$ cat config.mk
export PLATFORM = sky130hd
export DESIGN_NAME = keypad_scanner
export DESIGN_NICKNAME = d
export VERILOG_FILES = /design/src/rtl/keypad_pkg.sv /design/src/rtl/sync_2ff.sv /design/src/rtl/keypad_scanner.sv
export SDC_FILE = /design/constraint.sdc
export NUM_CORES = 1
export LEC_CHECK = 0
export ABC_AREA = 1
export BUFFER_PORTS_ARGS = -buffer_cell sky130_fd_sc_hd__buf_2
export CORE_ASPECT_RATIO = 1.4
export CORE_MARGIN = 4
export CORE_UTILIZATION = 45
export DETAILED_ROUTE_END_ITERATION = 10
export PLACE_DENSITY = 0.68
export SYNTH_ARGS = -nofsm -noshare
export SYNTH_HDL_FRONTEND = slang
export SYNTH_HIERARCHICAL = 1
export SYNTH_SLANG_ARGS = --single-unit
export TNS_END_PERCENT = 5
$ cat constraint.sdc
create_clock -name clk -period 2.3 [get_ports clk]
set_clock_uncertainty 0.2 [all_clocks]
set_input_delay 0 -clock clk [delete_from_list [all_inputs] [get_ports clk]]
set_output_delay 0 -clock clk [all_outputs]
set_load 0.05 [all_outputs]
$ cat src/rtl/keypad_pkg.sv
// Shared types and helpers for the 4x4 matrix keypad scanner.
// Used by keypad_scanner; the auto-repeat feature there is gated by KEYPAD_REPEAT_EN.
package keypad_pkg;

    localparam int KEY_W = 4;
    localparam int LINES = 4;
    localparam logic [LINES-1:0] DRIVE_IDLE = 4'b1110;

    typedef enum logic [1:0] {
        SCAN,
        DEBOUNCE,
        HELD,
        RELEASE
    } state_t;

    // Index of the lowest active-low sense bit (0 when none is low).
    function automatic logic [1:0] lowest_low(input logic [LINES-1:0] s_n);
        lowest_low = 2'd0;
        for (int i = LINES - 1; i >= 0; i--) begin
            if (!s_n[i]) lowest_low = 2'(i);
        end
    endfunction

    function automatic logic [LINES-1:0] drive_decode(input logic [1:0] idx);
        drive_decode = ~(LINES'(1) << idx);
    endfunction

endpackage

$ cat src/rtl/sync_2ff.sv
// Generic-width two-flop synchronizer; resets to all-ones so idle
// active-low inputs read as inactive.
module sync_2ff #(
    parameter int W = 4
) (
    input  logic         clk,
    input  logic         rst_n,
    input  logic [W-1:0] i_async,
    output logic [W-1:0] o_sync
);

    logic [W-1:0] r_meta;
    logic [W-1:0] r_sync;

    always_ff @(posedge clk or negedge rst_n) begin
        if (!rst_n) begin
            r_meta <= '1;
            r_sync <= '1;
        end else begin
            r_meta <= i_async;
            r_sync <= r_meta;
        end
    end

    assign o_sync = r_sync;

endmodule

$ cat src/rtl/keypad_scanner.sv
// 4x4 matrix keypad scanner with scan-period debounce and a one-cycle key strobe.
// Define KEYPAD_REPEAT_EN to enable auto-repeat strobes while a key is held.
module keypad_scanner
    import keypad_pkg::*;
#(
    parameter int SCAN_DIV     = 5000,
    parameter int DB_SCANS     = 4,
    parameter int REPEAT_SCANS = 100
) (
    input  logic             clk,
    input  logic             clr_n,
    input  logic [LINES-1:0] sense_n,
    output logic [LINES-1:0] drive_n,
    output logic [KEY_W-1:0] key_code,
    output logic             key_valid,
    output logic             key_held
);

    localparam int DW = $clog2(SCAN_DIV);
    localparam int CW = $clog2(DB_SCANS + 1);
    localparam logic [DW-1:0] DWELL_LAST = DW'(SCAN_DIV - 1);
    localparam logic [CW-1:0] DB_LAST    = CW'(DB_SCANS - 1);
    localparam logic [CW-1:0] DB_ONE     = CW'(1);

    if (SCAN_DIV < 4 || DB_SCANS < 1 || REPEAT_SCANS < 1) begin : g_bad_params
        $error("keypad_scanner: illegal parameter value");
    end

    logic [LINES-1:0] w_sense_sync;
    logic             w_sample;
    logic [1:0]       w_low_idx;
    logic             w_any_low;
    logic             w_latched_low;

    logic [DW-1:0]    r_dwell;
    state_t           r_state,      w_state_next;
    logic [1:0]       r_drive_idx,  w_drive_idx_next;
    logic [LINES-1:0] r_drive_n;
    logic [KEY_W-1:0] r_key_code,   w_key_code_next;
    logic             r_key_valid,  w_key_valid_next;
    logic             r_key_held,   w_key_held_next;
    logic [CW-1:0]    r_db_cnt,     w_db_cnt_next;

    sync_2ff #(
        .W (LINES)
    ) u_sense_sync (
        .clk     (clk),
        .rst_n   (clr_n),
        .i_async (sense_n),
        .o_sync  (w_sense_sync)
    );

    assign w_sample      = (r_dwell == DWELL_LAST);
    assign w_any_low     = ~&w_sense_sync;
    assign w_low_idx     = lowest_low(w_sense_sync);
    assign w_latched_low = ~w_sense_sync[r_key_code[1:0]];

    // Free-running dwell: every state samples on the same SCAN_DIV grid.
    always_ff @(posedge clk or negedge clr_n) begin
        if (!clr_n) begin
            r_dwell <= '0;
        end else if (w_sample) begin
            r_dwell <= '0;
        end else begin
            r_dwell <= r_dwell + DW'(1);
        end
    end

`ifdef KEYPAD_REPEAT_EN
    localparam int RW = $clog2(REPEAT_SCANS + 1);
    localparam logic [RW-1:0] RPT_LAST = RW'(REPEAT_SCANS - 1);

    logic [RW-1:0] r_rpt_cnt, w_rpt_cnt_next;

    always_ff @(posedge clk or negedge clr_n) begin
        if (!clr_n) begin
            r_rpt_cnt <= '0;
        end else begin
            r_rpt_cnt <= w_rpt_cnt_next;
        end
    end
`endif

    always_comb begin
        w_state_next     = r_state;
        w_drive_idx_next = r_drive_idx;
        w_key_code_next  = r_key_code;
        w_key_valid_next = 1'b0;
        w_key_held_next  = r_key_held;
        w_db_cnt_next    = r_db_cnt;
`ifdef KEYPAD_REPEAT_EN
        w_rpt_cnt_next   = r_rpt_cnt;
`endif
        if (w_sample) begin
            case (r_state)
                SCAN: begin
                    if (w_any_low) begin
                        w_key_code_next = {r_drive_idx, w_low_idx};
                        if (DB_SCANS == 1) begin
                            w_key_valid_next = 1'b1;
                            w_key_held_next  = 1'b1;
                            w_db_cnt_next    = '0;
                            w_state_next     = HELD;
`ifdef KEYPAD_REPEAT_EN
                            w_rpt_cnt_next   = '0;
`endif
                        end else begin
                            w_db_cnt_next = DB_ONE;
                            w_state_next  = DEBOUNCE;
                        end
                    end else begin
                        w_drive_idx_next = r_drive_idx + 2'd1;
                    end
                end
                DEBOUNCE: begin
                    if (w_latched_low) begin
                        if (r_db_cnt == DB_LAST) begin
                            w_key_valid_next = 1'b1;
                            w_key_held_next  = 1'b1;
                            w_db_cnt_next    = '0;
                            w_state_next     = HELD;
`ifdef KEYPAD_REPEAT_EN
                            w_rpt_cnt_next   = '0;
`endif
                        end else begin
                            w_db_cnt_next = r_db_cnt + DB_ONE;
                        end
                    end else begin
                        w_db_cnt_next    = '0;
                        w_drive_idx_next = r_drive_idx + 2'd1;
                        w_state_next     = SCAN;
                    end
                end
                HELD: begin
                    if (!w_latched_low) begin
`ifdef KEYPAD_REPEAT_EN
                        w_rpt_cnt_next = '0;
`endif
                        if (DB_SCANS == 1) begin
                            w_key_held_next  = 1'b0;
                            w_db_cnt_next    = '0;
                            w_drive_idx_next = r_drive_idx + 2'd1;
                            w_state_next     = SCAN;
                        end else begin
                            w_db_cnt_next = DB_ONE;
                            w_state_next  = RELEASE;
                        end
                    end
`ifdef KEYPAD_REPEAT_EN
                    else if (r_rpt_cnt == RPT_LAST) begin
                        w_key_valid_next = 1'b1;
                        w_rpt_cnt_next   = '0;
                    end else begin
                        w_rpt_cnt_next = r_rpt_cnt + RW'(1);
                    end
`endif
                end
                RELEASE: begin
                    if (!w_latched_low) begin
                        if (r_db_cnt == DB_LAST) begin
                            w_key_held_next  = 1'b0;
                            w_db_cnt_next    = '0;
                            w_drive_idx_next = r_drive_idx + 2'd1;
                            w_state_next     = SCAN;
                        end else begin
                            w_db_cnt_next = r_db_cnt + DB_ONE;
                        end
                    end else begin
                        w_db_cnt_next = '0;
                        w_state_next  = HELD;
`ifdef KEYPAD_REPEAT_EN
                        w_rpt_cnt_next = '0;
`endif
                    end
                end
                default: begin
                    w_state_next = SCAN;
                end
            endcase
        end
    end

    always_ff @(posedge clk or negedge clr_n) begin
        if (!clr_n) begin
            r_state     <= SCAN;
            r_drive_idx <= 2'd0;
            r_drive_n   <= DRIVE_IDLE;
            r_key_code  <= '0;
            r_key_valid <= 1'b0;
            r_key_held  <= 1'b0;
            r_db_cnt    <= '0;
        end else begin
            r_state     <= w_state_next;
            r_drive_idx <= w_drive_idx_next;
            r_drive_n   <= drive_decode(w_drive_idx_next);
            r_key_code  <= w_key_code_next;
            r_key_valid <= w_key_valid_next;
            r_key_held  <= w_key_held_next;
            r_db_cnt    <= w_db_cnt_next;
        end
    end

    assign drive_n   = r_drive_n;
    assign key_code  = r_key_code;
    assign key_valid = r_key_valid;
    assign key_held  = r_key_held;

endmodule

==> run metrics <==
Mapped Area ~0.002 sq mm; unrepaired setup endpoints after global routing no; crit path DAT roughly 1.7 ns; Fin. Hold Viols 0; vias in the first global route 1599; Yosys top cell area share 34.1%; Bufs on Longest Clock Path 2; CP Capture Type register; Pwr per Cell Area about 530 mW/mm^2; I/O pin cnt 16; largest net degree at the start of global routing 39; crit path max fanout 3; Rel. slew slack approximately 46%; Sw Ratio between 20% and 30%; WP data required 2.28 ns; post-synthesis sequential element count 38; critical path type reg -> reg; Static Leak 1.13 nW; max cap viols 0; H-tree levels 2; most common cell after layout, fill and taps aside nand2_1; met2 GRT Util between 20 and 30%; overall power 1.20 mW; via count about 1600; CTS Buf Count 5; Combinational Power Share under 10%; commonest cells after routing, fill and taps aside nand2_1, inv_1, dfrtp_1; first-pass GRT wire length ~7000 um; # DRC 0; ys flop type dfrtp_1; Syn Area/Cell roughly 7.9 sq um; Post-Route WL approximately 3800 um; hpwl dp about 2900 um; NetSw between 200 and 300 uW; 1st-iter DRT viols 98; YS warnings 6; P_int a little over 900 uW; Layout area overhead 13.6%; grt peak-use layer met2; sequential share of power between 50% and 60%; Starting Density between 40% and 50%; setup violators final 0; CTS tree built; max-slew violation count 0; clock tree root driver cell clkbuf_8; fillers ~430; gp weighted congestion roughly 0.85; Clock Sinks 38; Post-Synthesis Cells between 200 and 300; Critical Path Start Type register; Slew @ Worst Pin just over 0.8 ns; fin crit share around three quarters; grt ovf 0; Core Box Area between 0.004 and 0.005 sq mm; ranking of synthesized cells by area dfrtp_1, nand2_1, dfstp_2; Routed WL per cell roughly 11 um; initial antenna violation count 0; Yosys top cell by area dfrtp_1; Hold Buf Count CTS 5; Rows 28; Die X about 64 um; die footprint 0.00555 sq mm; post-synth cell types 24; DR vias/cell approximately 4.8; Post-synth EDFFs 0; Synth async-reset ratio 100%; Layout Nets 283; global routing usage on met1 between 10% and 20%; Chip Height slightly below 90 um; syn_nets about 260; Clk pwr share between 30% and 40%; share of layout cells above drive strength 1 a little under a quarter; post-CTS sizing 0; Max Fclk between 0.5 and 0.6 GHz; Pre-antenna DRT Iters 4; status complete, no violations; ANT cells 0; setup TNS 0 ns; Worst-Skew Late Latency roughly 0.29 ns; Post-DP Area between 0.002 and 0.0025 sq mm; GRT Total Usage between 10% and 20%; Max VDD drop just over 0.0003 V; # Post-CTS Setup Buffers 0; design area approximately 0.0023 sq mm; clk slew on worst S/H paths about 0.080 ns; antenna-violating nets left 0; Seq/Total Area, Yosys between 40% and 50%; M3 GR Usage 3.76%; worst min path class in -> async; minimum clock period 1.75 ns; Buffers on Ports 15
## stage by stage
| step | utilization [%] | std cells | setup WS (ns) | hold slack (ns) |
|---|---|---|---|---|
| after floorplan | - | 251 | 0.539 | -0.496 |
| after global placement | 49.7 | 323 | 0.566 | -0.0943 |
| after detailed placement | 49.7 | 323 | 0.555 | -0.0938 |
| after CTS | 53.1 | 336 | 0.538 | 0.138 |
| after global routing | 53.1 | 336 | 0.306 | 0.143 |
| final | 53.1 | 336 | 0.551 | 0.135 |
## power by group through the flow
| stage | combinational [mW] | sequential (mW) | clock [mW] |
|---|---|---|---|
| final | 0.0376 | 0.685 | 0.477 |
| after global routing | 0.0444 | 0.686 | 0.530 |
| after CTS | 0.0389 | 0.685 | 0.492 |
| after detailed placement | 0.0323 | 0.697 | 0 |
| after global placement | 0.0320 | 0.697 | 0 |
| after floorplan | 0.0125 | 0.696 | 0 |
## area by class of cell
type / count / area, sq um / share of cell area (%)
flip-flops and latches: 38 / 965 / 42.8
inverters: 34 / 128 / 5.67
clock inverters: 2 / 12.5 / 0.556
repair buffers: 20 / 125 / 5.56
clock buffers: 6 / 82.6 / 3.67
multi-input cells: 176 / 865 / 38.4
well taps: 60 / 75.1 / 3.33
## critical path, cell delays in order, from the launching register on
cell,delay [ns]
dfrtp_1,0.37
ha_1,0.21
nand2_2,0.09
nor3_1,0.20
nand3_1,0.20
nor2_2,0.16
nand2_1,0.06
nand2_1,0.08
nand2_1,0.06
## registers in the layout (all words and copies together) (netlist names), named ones only
| signal | cells |
|---|---|
| u_sense_sync/o_sync | 4 |
| r_state | 1 |
| r_db_cnt | 3 |
| drive_n | 4 |
| key_valid | 1 |
| key_held | 1 |
| u_sense_sync/r_meta | 4 |
| r_dwell | 13 |
| r_drive_idx | 2 |
| key_code | 4 |
## Yosys cell counts, drive strengths merged (2+ instances only)
cell type and instances:
a21oi 6, buf 3, dfrtp 27, dfstp 11
ha 2, inv 34, nand2 85, nand3 21
nand4 5, nor2 33, nor3 3, o21ai 14
xor2 3
## routing by layer
layer,vias up,wire length [um]
met3,5,120
met4,0,73
met5,-,0
met2,27,2050
li1,831,-
met1,739,1560
## logic make-up (layout without fill, tap and decap cells)
group / after synthesis / after routing / share of synthesized area, %
adder cells (fa/ha/maj): 2 / 2 / 1.26
buffers and inverters: 37 / 62 / 7.76
AO/OA/AOI/OAI: 22 / 22 / 5.93
flip-flops: 38 / 38 / 48.6
AND/OR/NAND/NOR: 149 / 149 / 35.1
XOR/XNOR: 3 / 3 / 1.33
## path summary, 6_finish.rpt
kind                                   startpoint                     end  cells past startpoint  slack, ns
setup / recovery                       r_dwell[0]              drive_n[0]                      8       0.55
hold / removal                              clr_n             key_code[1]                      2       0.13
setup reg to reg                       r_dwell[0]              drive_n[0]                      8       0.55
hold reg to reg            u_sense_sync/r_meta[3]  u_sense_sync/o_sync[3]                      0       0.16
max in group asynchronous                   clr_n             r_db_cnt[2]                      2       1.25
min in group clk                       sense_n[0]  u_sense_sync/r_meta[0]                      2       0.15
Note: power is estimated with default switching activity, not from simulation.
